File: config.mk
export PLATFORM = sky130hd
export DESIGN_NAME = dft_wb_host
export DESIGN_NICKNAME = d
export VERILOG_FILES = /design/src/rtl/dft_wb_host.sv
export SDC_FILE = /design/constraint.sdc
export NUM_CORES = 1
export LEC_CHECK = 0
export ABC_CLOCK_PERIOD_IN_PS = 2300
export BUFFER_PORTS_ARGS = -buffer_cell sky130_fd_sc_hd__clkbuf_2
export CORE_ASPECT_RATIO = 1.1
export CORE_UTILIZATION = 50
export DETAILED_ROUTE_END_ITERATION = 8
export PLACE_DENSITY_LB_ADDON = 0.25
export SLEW_MARGIN = 15
export SYNTH_ARGS = -nofsm -noshare
export SYNTH_HDL_FRONTEND = slang
export SYNTH_SLANG_ARGS = --single-unit
File: constraint.sdc
create_clock -name wb_clk_i -period 2.3 [get_ports wb_clk_i]
set_input_delay 0.46 -clock wb_clk_i [delete_from_list [all_inputs] [get_ports wb_clk_i]]
set_output_delay 0.46 -clock wb_clk_i [all_outputs]
set_load 0.005 [all_outputs]
File: src/rtl/dft_wb_host.sv
// dft_wb_host: Wishbone master that sequences the 32-point DFT peripheral.
// Loads samples from a local buffer, kicks the transform, polls data_valid,
// then copies the results into a local result buffer.
// Optional poll watchdog: define DFT_HOST_TIMEOUT_EN.
//
// state     | meaning
// IDLE      | waiting for start_i
// FETCH     | sample buffer address presented
// W_ADDR    | write dataW_addr <- i (sample captured here)
// W_LO      | write data lo
// W_HI      | write data hi
// W_SET     | write dataW <- 1
// W_CLR     | write dataW <- 0, advance sample index
// NEXT_SET  | write next <- 1
// NEXT_CLR  | write next <- 0
// POLL      | read data_valid
// POLL_WAIT | idle gap between polls
// DRAIN     | let the peripheral finish result capture
// R_ADDR    | write dataR_addr <- j
// R_LO      | read result lo
// R_HI      | read result hi
// STORE     | write result j into the result buffer
// DONE      | completion pulse
// ERR       | bus error / watchdog abort pulse
module dft_wb_host #(
  parameter logic [31:0] BASE_ADDR    = 32'h0000_0000,
  parameter int unsigned N_POINTS     = 32,
  parameter int unsigned POLL_GAP     = 4,
  parameter int unsigned DRAIN_CYCLES = 40,
  parameter int unsigned TIMEOUT      = 4096
) (
  input  logic        wb_clk_i,
  input  logic        wb_rst_i,
  input  logic        start_i,
  output logic        busy_o,
  output logic        done_o,
  output logic        err_o,
  output logic [5:0]  in_addr_o,
  input  logic [63:0] in_data_i,
  output logic        out_we_o,
  output logic [5:0]  out_addr_o,
  output logic [63:0] out_data_o,
  output logic [31:0] wbm_adr_o,
  output logic [31:0] wbm_dat_o,
  output logic [3:0]  wbm_sel_o,
  output logic        wbm_cyc_o,
  output logic        wbm_stb_o,
  output logic        wbm_we_o,
  input  logic [31:0] wbm_dat_i,
  input  logic        wbm_ack_i,
  input  logic        wbm_err_i
);

  typedef enum logic [4:0] {
    IDLE, FETCH, W_ADDR, W_LO, W_HI, W_SET, W_CLR, NEXT_SET, NEXT_CLR,
    POLL, POLL_WAIT, DRAIN, R_ADDR, R_LO, R_HI, STORE, DONE, ERR
  } state_t;

  localparam logic [5:0]  LAST_IDX   = 6'(N_POINTS - 1);
  localparam logic [15:0] GAP_LOAD   = 16'(POLL_GAP - 1);
  localparam logic [15:0] DRAIN_LOAD = 16'(DRAIN_CYCLES - 1);

  state_t      state_q, state_d;
  logic        gap_q;
  logic [5:0]  idx_q;
  logic [15:0] wait_q;
  logic [63:0] sample_q;
  logic [31:0] lo_q, hi_q;
  logic        err_q;
  logic        bus_req, bus_we, bus_act, poll_timeout;
  logic [7:0]  bus_off;
  logic [31:0] bus_dat;

`ifdef DFT_HOST_TIMEOUT_EN
  localparam logic [15:0] TIMEOUT_LOAD = 16'(TIMEOUT);
  logic [15:0] poll_left_q;

  // Remaining poll reads before the peripheral is declared hung.
  always_ff @(posedge wb_clk_i or negedge wb_rst_i) begin
    if (!wb_rst_i)
      poll_left_q <= '0;
    else if (state_q == NEXT_CLR)
      poll_left_q <= TIMEOUT_LOAD;
    else if (state_q == POLL && bus_act && wbm_ack_i && !wbm_dat_i[0] && poll_left_q != 16'd0)
      poll_left_q <= poll_left_q - 16'd1;
  end

  assign poll_timeout = (poll_left_q == 16'd1);
`else
  // Without the watchdog TIMEOUT has no effect and polling never gives up.
  assign poll_timeout = (TIMEOUT == 0) & 1'b0;
`endif

  // State register.
  always_ff @(posedge wb_clk_i or negedge wb_rst_i) begin
    if (!wb_rst_i) state_q <= IDLE;
    else           state_q <= state_d;
  end

  // Next state and bus request; each access is active until ack, then one gap cycle.
  always_comb begin
    state_d = state_q;
    bus_req = 1'b0;
    bus_we  = 1'b0;
    bus_off = 8'h00;
    bus_dat = 32'h0;
    unique case (state_q)
      IDLE:      if (start_i) state_d = FETCH;
      FETCH:     state_d = W_ADDR;
      W_ADDR: begin
        bus_req = 1'b1; bus_we = 1'b1; bus_off = 8'h08; bus_dat = {26'd0, idx_q};
        if (gap_q) state_d = W_LO;
      end
      W_LO: begin
        bus_req = 1'b1; bus_we = 1'b1; bus_off = 8'h0C; bus_dat = sample_q[31:0];
        if (gap_q) state_d = W_HI;
      end
      W_HI: begin
        bus_req = 1'b1; bus_we = 1'b1; bus_off = 8'h10; bus_dat = sample_q[63:32];
        if (gap_q) state_d = W_SET;
      end
      W_SET: begin
        bus_req = 1'b1; bus_we = 1'b1; bus_off = 8'h04; bus_dat = 32'd1;
        if (gap_q) state_d = W_CLR;
      end
      W_CLR: begin
        bus_req = 1'b1; bus_we = 1'b1; bus_off = 8'h04; bus_dat = 32'd0;
        if (gap_q) state_d = (idx_q == LAST_IDX) ? NEXT_SET : FETCH;
      end
      NEXT_SET: begin
        bus_req = 1'b1; bus_we = 1'b1; bus_off = 8'h00; bus_dat = 32'd1;
        if (gap_q) state_d = NEXT_CLR;
      end
      NEXT_CLR: begin
        bus_req = 1'b1; bus_we = 1'b1; bus_off = 8'h00; bus_dat = 32'd0;
        if (gap_q) state_d = POLL;
      end
      POLL: begin
        bus_req = 1'b1; bus_off = 8'h14;
        // The following wait/drain state doubles as the inter-access idle cycle.
        if (wbm_ack_i) begin
          if (wbm_dat_i[0])      state_d = DRAIN;
          else if (poll_timeout) state_d = ERR;
          else                   state_d = POLL_WAIT;
        end
      end
      POLL_WAIT: if (wait_q == 16'd0) state_d = POLL;
      DRAIN:     if (wait_q == 16'd0) state_d = R_ADDR;
      R_ADDR: begin
        bus_req = 1'b1; bus_we = 1'b1; bus_off = 8'h14; bus_dat = {26'd0, idx_q};
        if (gap_q) state_d = R_LO;
      end
      R_LO: begin
        bus_req = 1'b1; bus_off = 8'h20;
        if (gap_q) state_d = R_HI;
      end
      R_HI: begin
        bus_req = 1'b1; bus_off = 8'h24;
        if (gap_q) state_d = STORE;
      end
      STORE:     state_d = (idx_q == LAST_IDX) ? DONE : R_ADDR;
      DONE:      state_d = IDLE;
      ERR:       state_d = IDLE;
      default:   state_d = IDLE;
    endcase
    bus_act = bus_req & ~gap_q;
    // err wins over ack; no further access is issued after it.
    if (bus_act && wbm_err_i) state_d = ERR;
  end

  // Datapath: gap flag, indices, captured sample/result words, wait timer, error flag.
  always_ff @(posedge wb_clk_i or negedge wb_rst_i) begin
    if (!wb_rst_i) begin
      gap_q    <= 1'b0;
      idx_q    <= '0;
      wait_q   <= '0;
      sample_q <= '0;
      lo_q     <= '0;
      hi_q     <= '0;
      err_q    <= 1'b0;
    end else begin
      gap_q <= bus_act && wbm_ack_i && !wbm_err_i && (state_q != POLL);

      if (state_q == IDLE && start_i)
        idx_q <= '0;
      else if ((state_q == W_CLR && gap_q) || state_q == STORE)
        idx_q <= (idx_q == LAST_IDX) ? 6'd0 : idx_q + 6'd1;

      if (state_q == W_ADDR) sample_q <= in_data_i;
      if (state_q == R_LO && bus_act && wbm_ack_i) lo_q <= wbm_dat_i;
      if (state_q == R_HI && bus_act && wbm_ack_i) hi_q <= wbm_dat_i;

      if (state_q == POLL && state_d == POLL_WAIT)  wait_q <= GAP_LOAD;
      else if (state_q == POLL && state_d == DRAIN) wait_q <= DRAIN_LOAD;
      else if (wait_q != 16'd0)                     wait_q <= wait_q - 16'd1;

      if (state_q == IDLE && start_i) err_q <= 1'b0;
      else if (state_d == ERR)        err_q <= 1'b1;
    end
  end

  assign wbm_cyc_o  = bus_act;
  assign wbm_stb_o  = bus_act;
  assign wbm_we_o   = bus_act & bus_we;
  assign wbm_adr_o  = bus_act ? (BASE_ADDR + {24'd0, bus_off}) : 32'h0;
  assign wbm_dat_o  = (bus_act & bus_we) ? bus_dat : 32'h0;
  assign wbm_sel_o  = 4'hF;
  assign busy_o     = (state_q != IDLE);
  assign done_o     = (state_q == DONE) || (state_q == ERR);
  assign err_o      = err_q;
  assign in_addr_o  = idx_q;
  assign out_we_o   = (state_q == STORE);
  assign out_addr_o = out_we_o ? idx_q : 6'd0;
  assign out_data_o = out_we_o ? {hi_q, lo_q} : 64'h0;

endmodule

==> results.md, run 1 <==
* Pwr per Cell Area at 897.9 nW/um2
* Crit-path most repeated cell: buf_6
* Area growth syn-to-layout at 49.97%
* CP startpoint kind: register
* I/O pins at 252
* Kind of critical path: reg2out
* Die Area at 16210 um2
* Via density at 5.471
* Required time of the critical path at 1.84 ns
* Vias in the first global route at 6166
* Pin count of the biggest net entering global routing at 65
* Share of layout cells above drive strength 1 at 0.6162
* Worst endpoint data arrival time at 2.04 ns
* Failing checks: negative setup slack
* Initial antenna violation count at 0
* GR Util met1 at 0.3266
* Core area at 15170 um2
* Mapped Area at 7850 um2
* First-pass GRT wire length at 32580 um
* Final worst setup slack at -0.2003 ns
* Gate Count Post-Synth at 683
* First DRT Iteration DRCs at 412
* Crit path max fanout at 4
* Layout Skew at 0.01226 ns
* Number of library cell types mapped by synthesis at 60
* Critical Path Sink Type: output port
* Asr flop ratio synth at 1.000
* Status: finished with violations
* Unrepaired setup endpoints after global routing: true
* FMAX at 400.0 MHz
* ANT cells at 0
* Total power at 0.01057 W
* Final setup fails at 183
* Synth area leader: dfrtp_1
* Placement Setup Slack at 0.04316 ns
* Post-synth EDFFs at 0
* Syn_area_per_cell at 11.49 um2
* DP Cell Count at 1093
* Root Driver: clkbuf_16
* Leakage at 5.624 nW
* Final period utilization at 1.087
* Total global routing overflow at 0
* Max clock buf depth at 2
* Hold Crit Class: in2async
* Final std cells w/o fill at 1186
* GR peak layer: met2
* Crit path max-delay family: buffers and inverters
* Fill count at 897
* Peak VDD IR at 636.2 uV
* Max Cap Viol at 0
* DR pass1 iterations at 6
* Fin Hold WS at 0.007681 ns
* Final ANT Viol Nets at 0
* CP cell instances: buf_6 -> buf_6 -> buf_4 -> nor3_1 -> a2111oi_4 -> buf_6 -> buf_6
* Post-synthesis sequential area ratio at 0.5005
* Width of the die at 121.5 um
* Minimum clock period at 2.500 ns
* Clock-pin slew of the registers on the worst-case setup and hold paths at 0.07 ns
* Yosys warns at 0
* GR Layer Usage met3 at 0.06849
* Nets at 1081
* Slowest CP cell: nor3_1
* Slew HR at 0.6011
* Initial Utilization at 0.5174
* DRC at 0
* Dominant synthesized flop cell: dfrtp_1
* Row count at 47
* TNS Setup at -18.52 ns
* Final hold violation count at 0
* CTS tree: yes
* I/O Buffers at 219
* Worst reg2reg path depth at 9
* Gr usage total at 0.2633
* Post-CTS Hold Fix Bufs at 0
* Clk_lat worst skew at 0.44 ns
* Worst Max-Slew Pin Slew at 0.5984 ns
* Grt met2 use at 0.4343
* H-tree Lvls at 4
* Top-area cell type share of the netlist area at 0.5005
* WL final at 24270 um
* Max stage delay on crit path at 0.42 ns
* Drt wl/cell at 20.46 um
* Die Ht at 133.4 um
* Clock sinks at 157
* Synth area leaders: dfrtp_1 50%, mux2_2 18%, and2_1 5.7%
* Count of final max-slew check failures at 0
* Critical path depth in cells at 7
* CTS buffer count at 17
* Routability cong. at 0.8716
* HPWL after DPL at 13050 um
* DR vias at 6489
* CP bufs+invs at 5
* Number of synthesized register bits at 157
[registers in the layout, summed over array words and instances, names as in the netlist]
register   count
in_addr_o      6
sample_q      64
hi_q          32
state_q        5
lo_q          32
err_o          1
wait_q        16
gap_q          1
[cell families (layout without fill, tap and decap cells)]
kind of cell	Yosys count	after routing	share of synthesized area
and+or+nand+nor	222	222	0.1586
DFF	157	157	0.5005
muxes	131	131	0.1874
buffers and inverters	82	359	0.06216
AOI/OAI and AO/OA	65	65	0.06216
xor gates and xnor gates	21	21	0.02343
adders and majority gates	3	3	0.004782
other	2	32	0.0009567
[repair_timing]
| action | 4_1_cts | 5_1_grt |
|---|---|---|
| resized for setup | 51 | 261 |
| setup endpoints to repair | 104 | 141 |
| gates cloned | 8 | 10 |
| hold endpoints to repair | 0 | 0 |
| pin swaps | 22 | 99 |
| setup buffers | 28 | 18 |
[layout by cell type, fill, tap and decap left out, types with 6 or more instances in the layout]
master,instances
and2_4,69
clkbuf_2,138
buf_12,15
nand2_1,10
a22oi_1,6
buf_6,84
nor3_1,10
a21oi_1,11
xnor2_1,14
buf_4,51
a22oi_2,20
mux2_4,35
nor4_1,6
nand3_1,7
dfrtp_1,154
conb_1,32
xor2_1,7
mux2_2,91
bufinv_16,6
clkbuf_16,24
nor2_1,63
buf_2,19
buf_16,6
[report_power, final]
| group | internal, W | total [W] | switching, W |
|---|---|---|---|
| clock | 0.00211 | 0.00331 | 0.00120 |
| sequential | 0.00343 | 0.00390 | 0.000468 |
| combinational | 0.00182 | 0.00337 | 0.00154 |
| total | 0.00736 | 0.0106 | 0.00321 |
[layer usage]
| layer | vias to the layer above | share of wire |
|---|---|---|
| li1 | 2920 | - |
| met1 | 3233 | 0.39 |
| met2 | 278 | 0.52 |
| met3 | 58 | 0.060 |
| met4 | 0 | 0.033 |
| met5 | - | 0 |
[synthesized netlist by cell type, types with 5 or more instances]
master	number
a21oi_1	13
a222oi_1	5
a22oi_1	26
and2_1	72
buf_2	9
buf_4	37
clkbuf_1	24
dfrtp_1	157
inv_1	6
mux2_2	126
nand2_1	13
nand2b_1	7
nand3_1	7
nor2_1	68
nor3_1	16
nor4_1	7
o21ai_0	5
xnor2_1	14
xor2_1	7
[stage by stage]
step | area [um2] | utilization
after floorplan | 7963 | -
after global placement | 9280 | 0.6117
after detailed placement | 9280 | 0.6117
after CTS | 10620 | 0.7001
after global routing | 11770 | 0.7759
final | 11770 | 0.7759
[layout make-up]
| class | count | area (um2) | share of cell area |
|---|---|---|---|
| clock buffer | 20 | 456.7 | 0.03879 |
| clock inverter | 12 | 231.5 | 0.01966 |
| inverter | 6 | 22.52 | 0.001913 |
| multi-input combinational | 474 | 4096 | 0.3480 |
| sequential | 157 | 3933 | 0.3340 |
| tap | 196 | 245.2 | 0.02083 |
| timing repair buffer | 321 | 2788 | 0.2368 |
[worst register-to-register path: stages (launching register included)]
cell,delay [ns]
dfrtp_1,0.41
buf_6,0.14
buf_6,0.11
and2_4,0.16
a2111oi_4,0.40
nand2_2,0.15
buf_4,0.17
nor3_4,0.15
buf_12,0.25
mux2_2,0.40
[final timing paths]
check                                startpoint                       to  slack [ns]
setup / recovery           state_q[3]$_DFF_PN0_                wbm_stb_o       -0.20
setup reg to reg           state_q[3]$_DFF_PN0_     hi_q[22]$_DFFE_PN0P_       -0.17
hold reg to reg             hi_q[6]$_DFFE_PN0P_      hi_q[6]$_DFFE_PN0P_        0.51
min in group wb_clk_i              in_data_i[0]  sample_q[0]$_DFFE_PN0P_        0.25
max in group asynchronous              wb_rst_i          gap_q$_DFF_PN0_        1.58
hold / removal                         wb_rst_i     hi_q[28]$_DFFE_PN0P_       0.008
No activity file was read; power rests on OpenSTA's default activity.
==> run 2, diff against run 1 <==
- REMOVE_ABC_BUFFERS: unset -> 1
- TNS_END_PERCENT: unset -> 10
==> run 2 against run 1 <==
- the run still ends with negative setup slack left
- critical path depth up 2
- clock skew down 0.0059 ns
- clock-buffer cell count unchanged
- register-to-register slack better by 0.12 ns
- final area down 9.9%
- sequential power down 1%
- largest cell class is now registers
==> results.md, run 2 (same netlist as run 1, synthesis figures left out) <==
* Status: finished with violations
* Failing checks: negative setup slack
* Worst hold stages at 2
* Via density at 5.373 (-1.8%)
* H-tree Lvls at 4 (unchanged)
* Design Area, Final at 10610 um2 (-9.9%)
* Final period utilization at 1.073 (-0.01397)
* CP startpoint kind: register
* DR pass1 iterations at 6 (unchanged)
* Clock sinks at 157 (unchanged)
* ANT cells at 0 (unchanged)
* Vias in the first global route at 6443 (+4.5%)
* Unrepaired setup endpoints after global routing: true
* FMAX at 405.2 MHz (+1.3%)
* Worst reg2reg path depth at 11 (+2)
* I/O Buffers at 219 (unchanged)
* Gr usage total at 0.2573 (-0.006040)
* Crit path max fanout at 4 (unchanged)
* CTS tree: yes
* Slew HR at 0.6509 (+0.04987)
* Total power at 0.01020 W (-3.5%)
* Leakage at 5.163 nW (-8.2%)
* Hold Crit Class: in2reg
* Biggest regs: sample_q: 64 flops, hi_q: 32 flops, lo_q: 32 flops
* Terminus of the critical flop-to-flop path: wait_q[5]$_DFFE_PN0P_
* Die Area at 16210 um2 (unchanged)
* Total global routing overflow at 0 (unchanged)
* Most common cell after layout, fill and taps aside: clkbuf_2
* Required time of the critical path at 1.84 ns (about the same)
* Clock-pin slew of the registers on the worst-case setup and hold paths at 0.06 ns (about the same)
* I/O pins at 252 (unchanged)
* Final worst setup slack at -0.1682 ns (+0.03213 ns)
* Peak VDD IR at 580.4 uV (-8.8%)
* DRC at 0 (unchanged)
* Row count at 47 (unchanged)
* Count of final max-slew check failures at 0 (unchanged)
* Root Driver: clkbuf_16
* RR Startpoint: state_q[2]$_DFF_PN0_
* Utilization after layout at 0.6992 (-0.07678)
* Max Cap Viol at 0 (unchanged)
* Max reg flops at 64 (unchanged)
* Minimum clock period at 2.468 ns (-0.03213 ns)
* First DRT Iteration DRCs at 350 (-15%)
* Hold path start: wbm_err_i
* CTS buffer count at 17 (unchanged)
* Critical Path Sink Type: output port
* Worst Hold Path EP: gap_q$_DFF_PN0_
* Kind of critical path: reg2out
* Final ANT Viol Nets at 0 (unchanged)
* Worst endpoint data arrival time at 2.01 ns (-0.03 ns)
* Pin count of the biggest net entering global routing at 48 (-26%)
* WL final at 20460 um (-16%)
* Worst Max-Slew Pin Slew at 0.5104 ns (-0.08801 ns)
* Largest reg by FF count: sample_q
* Initial antenna violation count at 0 (unchanged)
* Area growth syn-to-layout at 35.13%
* Nets at 1065 (-1.5%)
* Pwr per Cell Area at 961.2 nW/um2 (+7.1%)
* Fill count at 1104 (+23%)
* Max clock buf depth at 2 (unchanged)
* Final hold violation count at 0 (unchanged)
* Final setup fails at 108 (-41%)
* Drt wl/cell at 17.49 um (-15%)
* Reg2reg setup slack at -0.05 ns (+0.12 ns)
* Initial Utilization at 0.5174 (unchanged)
* Width of the die at 121.5 um (unchanged)
* Commonest cells after routing, fill and taps aside: 213 x clkbuf_2, 153 x dfrtp_1, 126 x mux2_2, 71 x and2_1, 54 x buf_4
* Routability cong. at 0.8772 (+0.64%)
* First-pass GRT wire length at 32260 um (-0.97%)
* Post-DP Area at 9360 um2 (+0.86%)
* HPWL after DPL at 13010 um (-0.33%)
* Share of layout cells above drive strength 1 at 0.5298 (-0.08639)
* Clk_lat worst skew at 0.43 ns (about the same)
* Die Ht at 133.4 um (unchanged)
* DR vias at 6286 (-3.1%)
* Layout Skew at 0.006410 ns (-0.005853 ns)
* Core area at 15170 um2 (unchanged)
## run 2: how the worst max path moves through the flow
stage                               startpoint              to  slack [ns]  depth (start not counted)
after floorplan           state_q[1]$_DFF_PN0_    wbm_dat_o[1]       -1.28                          4
after global placement    state_q[1]$_DFF_PN0_    wbm_dat_o[0]       -0.23                          7
after detailed placement  state_q[1]$_DFF_PN0_    wbm_dat_o[0]       -0.21                          7
after CTS                 state_q[3]$_DFF_PN0_  out_data_o[24]       -0.16                          8
after global routing      state_q[3]$_DFF_PN0_    wbm_dat_o[2]       -0.26                          9
final                     state_q[3]$_DFF_PN0_    wbm_dat_o[2]       -0.17                          9
## run 2: layout make-up
| cell class | instances | area (um2) | share of cell area |
|---|---|---|---|
| clock buffers | 20 | 466.7 | 0.04400 |
| clock inverters | 12 | 158.9 | 0.01498 |
| inverters | 6 | 22.52 | 0.002123 |
| multi-input cells | 474 | 3725 | 0.3511 |
| flip-flops and latches | 157 | 3934 | 0.3708 |
| well taps | 196 | 245.2 | 0.02312 |
| repair buffers | 305 | 2056 | 0.1938 |
## run 2: metal layers
layer | vias to the layer above | global-route usage | share of wire
li1 | 2875 | - | -
met1 | 3099 | 0.3134 | 0.40
met2 | 262 | 0.4318 | 0.51
met3 | 50 | 0.06935 | 0.070
met4 | 0 | 0.09945 | 0.026
met5 | - | 0 | 0
## run 2: critical path, cell delays in order (launching register included)
cell and delay, ns:
dfrtp_1 0.40, buf_6 0.13, buf_4 0.14, nor3_4 0.15, a21oi_4 0.05, nor3_4 0.21, buf_4 0.18, a222oi_1 0.08
nor2_1 0.12, clkbuf_2 0.13
## run 2: timing repair
item / in CTS / in global routing
resized for setup: 46 / 30
pin swaps: 11 / 16
gates cloned: 5 / 2
endpoints found under the hold margin: 44 / 0
hold buffers: 1 / 0
setup buffers: 19 / 12
setup endpoints to repair: 106 / 153
## run 2: power by group
part           total (W)  internal [W]  leakage (nW)  switching (W)
combinational    0.00341       0.00184          2.90        0.00157
sequential       0.00385       0.00343          1.97       0.000415
clock            0.00294       0.00180         0.291        0.00114
total             0.0102       0.00707          5.16        0.00313
## run 2: stage by stage
stage                     hold slack, ns  setup WS, ns  setup TNS, ns  std cells
after floorplan                   0.1644        -1.277        -186.46        637
after global placement            0.4298       -0.2278         -1.089       1102
after detailed placement          0.4294       -0.2117         -1.013       1102
after CTS                         0.2310       -0.1634         -12.25       1159
after global routing              0.2363       -0.2579         -22.56       1170
final                             0.2431       -0.1682         -13.79       1170
==> run 3, diff against run 2 <==
- ABC_CLOCK_PERIOD_IN_PS: 2300 -> 2320
- clock period: 2.3 -> 2.32 ns (I/O delays scaled with it)
==> run 3 against run 2 <==
- the run still ends with negative setup slack left
- cell count is 1.1% lower
- clock power is 3% higher
- non-clock buffer count is 11 lower
- sequential power hardly changed
- critical path depth is 2 lower
- final area is 0.13% lower
- critical endpoint is now wbm_dat_o[0]
- highest routed layer unchanged
==> results.md, run 3 (same netlist as run 1, synthesis figures left out) <==
* Status: finished with violations
* Failing checks: negative setup slack
* Commonest cells after routing, fill and taps aside: 191 x clkbuf_2, 154 x dfrtp_1, 126 x mux2_2, 67 x and2_1, 62 x nor2_1
* GR Util met1 at 0.3026 (-0.01079)
* GR peak layer: met2
* ANT cells at 0 (unchanged)
* Peak VDD IR at 687.9 uV (+19%)
* Largest reg by FF count: sample_q
* First-pass GRT wire length at 30950 um (-4.1%)
* Critical Path Sink Type: output port
* Initial antenna violation count at 0 (unchanged)
* Unrepaired setup endpoints after global routing: true
* Crit path max-delay family: simple AND/OR/NAND/NOR gates
* Clk_lat worst skew at 0.42 ns (about the same)
* Die Ht at 133.4 um (unchanged)
* Max stage delay on crit path at 0.40 ns (about the same)
* H-tree Lvls at 4 (unchanged)
* Slew HR at 0.5933 (-0.05767)
* Row count at 47 (unchanged)
* CP bufs+invs at 2 (-2)
* First DRT Iteration DRCs at 451 (+29%)
* GR Layer Usage met3 at 0.07577 (+0.006421)
* FMAX at 395.1 MHz
* Count of final max-slew check failures at 0 (unchanged)
* Via density at 5.353 (-0.37%)
* Nets at 1054 (-1.0%)
* CTS buffer count at 17 (unchanged)
* CTS tree: yes
* Max Cap Viol at 0 (unchanged)
* Worst Max-Slew Pin Slew at 0.6101 ns (+0.09970 ns)
* HPWL after DPL at 12630 um (-2.9%)
* CP cell instances: buf_6 -> nor3_1 -> a21oi_2 -> nor3_4 -> a221oi_1 -> nor2_1 -> clkbuf_2
* Grt met2 use at 0.3930 (-0.03883)
* Max reg flops at 64 (unchanged)
* Required time of the critical path at 1.86 ns (+0.02 ns)
* Final setup fails at 101 (-6.5%)
* Fin Hold WS at 0.2554 ns (+0.01230 ns)
* Vias in the first global route at 6259 (-2.9%)
* DP Cell Count at 1095 (-0.64%)
* Reg2reg setup slack at 0.01 ns (+0.06 ns)
* Post-DP Area at 9308 um2 (-0.56%)
* CP startpoint kind: register
* Critical path depth in cells at 7 (-2)
* Clock sinks at 157 (unchanged)
* Worst endpoint data arrival time at 2.07 ns (+0.06 ns)
* Final std cells w/o fill at 1157 (-1.1%)
* I/O Buffers at 219 (unchanged)
* Total power at 0.01009 W (-1.0%)
* Design Area, Final at 10590 um2 (-0.13%)
* Most common cell after layout, fill and taps aside: clkbuf_2
* Core area at 15170 um2 (unchanged)
* Final hold violation count at 0 (unchanged)
* Leakage at 5.178 nW (+0.30%)
* Worst reg2reg path depth at 10 (-1)
* Layout Skew at 0.007125 ns (+0.0007155 ns)
* Width of the die at 121.5 um (unchanged)
* Worst hold stages at 2 (unchanged)
* Drt wl/cell at 17.33 um (-0.93%)
* Max clock buf depth at 2 (unchanged)
* Clock-pin slew of the registers on the worst-case setup and hold paths at 0.06 ns (about the same)
* WL final at 20050 um (-2.0%)
* Final ANT Viol Nets at 0 (unchanged)
* Share of layout cells above drive strength 1 at 0.5203 (-0.009483)
* Final period utilization at 1.091
* DRC at 0 (unchanged)
* Gr usage total at 0.2454 (-0.01190)
* Biggest regs: sample_q: 64 flops, hi_q: 32 flops, lo_q: 32 flops
* Kind of critical path: reg2out
* Initial Utilization at 0.5174 (unchanged)
* Die Area at 16210 um2 (unchanged)
* Pin count of the biggest net entering global routing at 65 (+35%)
* Final worst setup slack at -0.2111 ns (-0.04296 ns)
* Total global routing overflow at 0 (unchanged)
* Crit path max fanout at 6 (+2)
* Minimum clock period at 2.531 ns
* I/O pins at 252 (unchanged)
* DR pass1 iterations at 5 (-1)
* DR vias at 6193 (-1.5%)
* Root Driver: clkbuf_16
* Pwr per Cell Area at 952.7 nW/um2 (-0.89%)
* Slowest CP cell: dfrtp_2
* Routability cong. at 0.8690 (-0.93%)
* Area growth syn-to-layout at 34.95%
* Hold Crit Class: in2reg
[run 3: cell count changes in the layout (fill, tap and decap cells not counted), sizes merged]
cell	delta
buf	+9
inv	-1
clkbuf	-21
clkinvlp	-2
bufinv	+2
[run 3: timing repair]
item | CTS | global route
endpoints found under the setup margin | 106 | 191
pin swaps | 4 | 25
gates cloned | 5 | 2
setup buffers | 13 | 11
hold endpoints to repair | 16 | 0
hold buffers | 1 | 0
gates resized for setup | 21 | 76
[run 3: path summary, 6_finish.rpt]
path,from,end
max,state_q[2]$_DFF_PN0_,wbm_dat_o[0]
min,wbm_err_i,gap_q$_DFF_PN0_
max reg2reg,state_q[2]$_DFF_PN0_,wait_q[1]$_DFFE_PN0P_
min reg2reg,hi_q[6]$_DFFE_PN0P_,hi_q[6]$_DFFE_PN0P_
max in group asynchronous,wb_rst_i,lo_q[24]$_DFFE_PN0P_
min in group asynchronous,wb_rst_i,hi_q[13]$_DFFE_PN0P_
[run 3: metrics by stage]
stage                     utilization  TNS, ns  worst slack (ns)
after CTS                      0.6766   -15.05           -0.1952
after detailed placement       0.6135   -1.200           -0.2270
after global routing           0.6983   -16.98           -0.3050
final                          0.6983   -6.962           -0.2111
after floorplan                     -  -182.23            -1.261
after global placement         0.6135  -0.8888           -0.1774
[run 3: where the power goes]
| group | switching [W] | internal [W] | total (W) |
|---|---|---|---|
| logic | 0.00149 | 0.00174 | 0.00323 |
| clock network | 0.00111 | 0.00192 | 0.00304 |
| registers | 0.000423 | 0.00340 | 0.00382 |
[run 3: metal layers]
layer	wire length [um]	share of wire
met2	9862	0.49
met3	1518	0.076
met1	8042	0.40
met5	0	0
met4	621	0.031
[run 3: worst register-to-register path, cell delays in order, from the launching register on]
cell and delay [ns]:
dfrtp_2 0.40, buf_6 0.12, buf_4 0.13, buf_6 0.13, or3b_1 0.37, a31oi_1 0.21, nor3_2 0.07, a211oi_2 0.20
nor3_2 0.09, clkbuf_16 0.18, or2_2 0.29
[run 3: final cells by class]
cell class                 count  area, um2
fill                        1140       4578
sequential                   157       3933
multi-input combinational    474       3729
timing repair buffer         294       2031
clock buffer                  19      442.9
tap                          196      245.2
clock inverter                11      191.4
inverter                       6      22.52
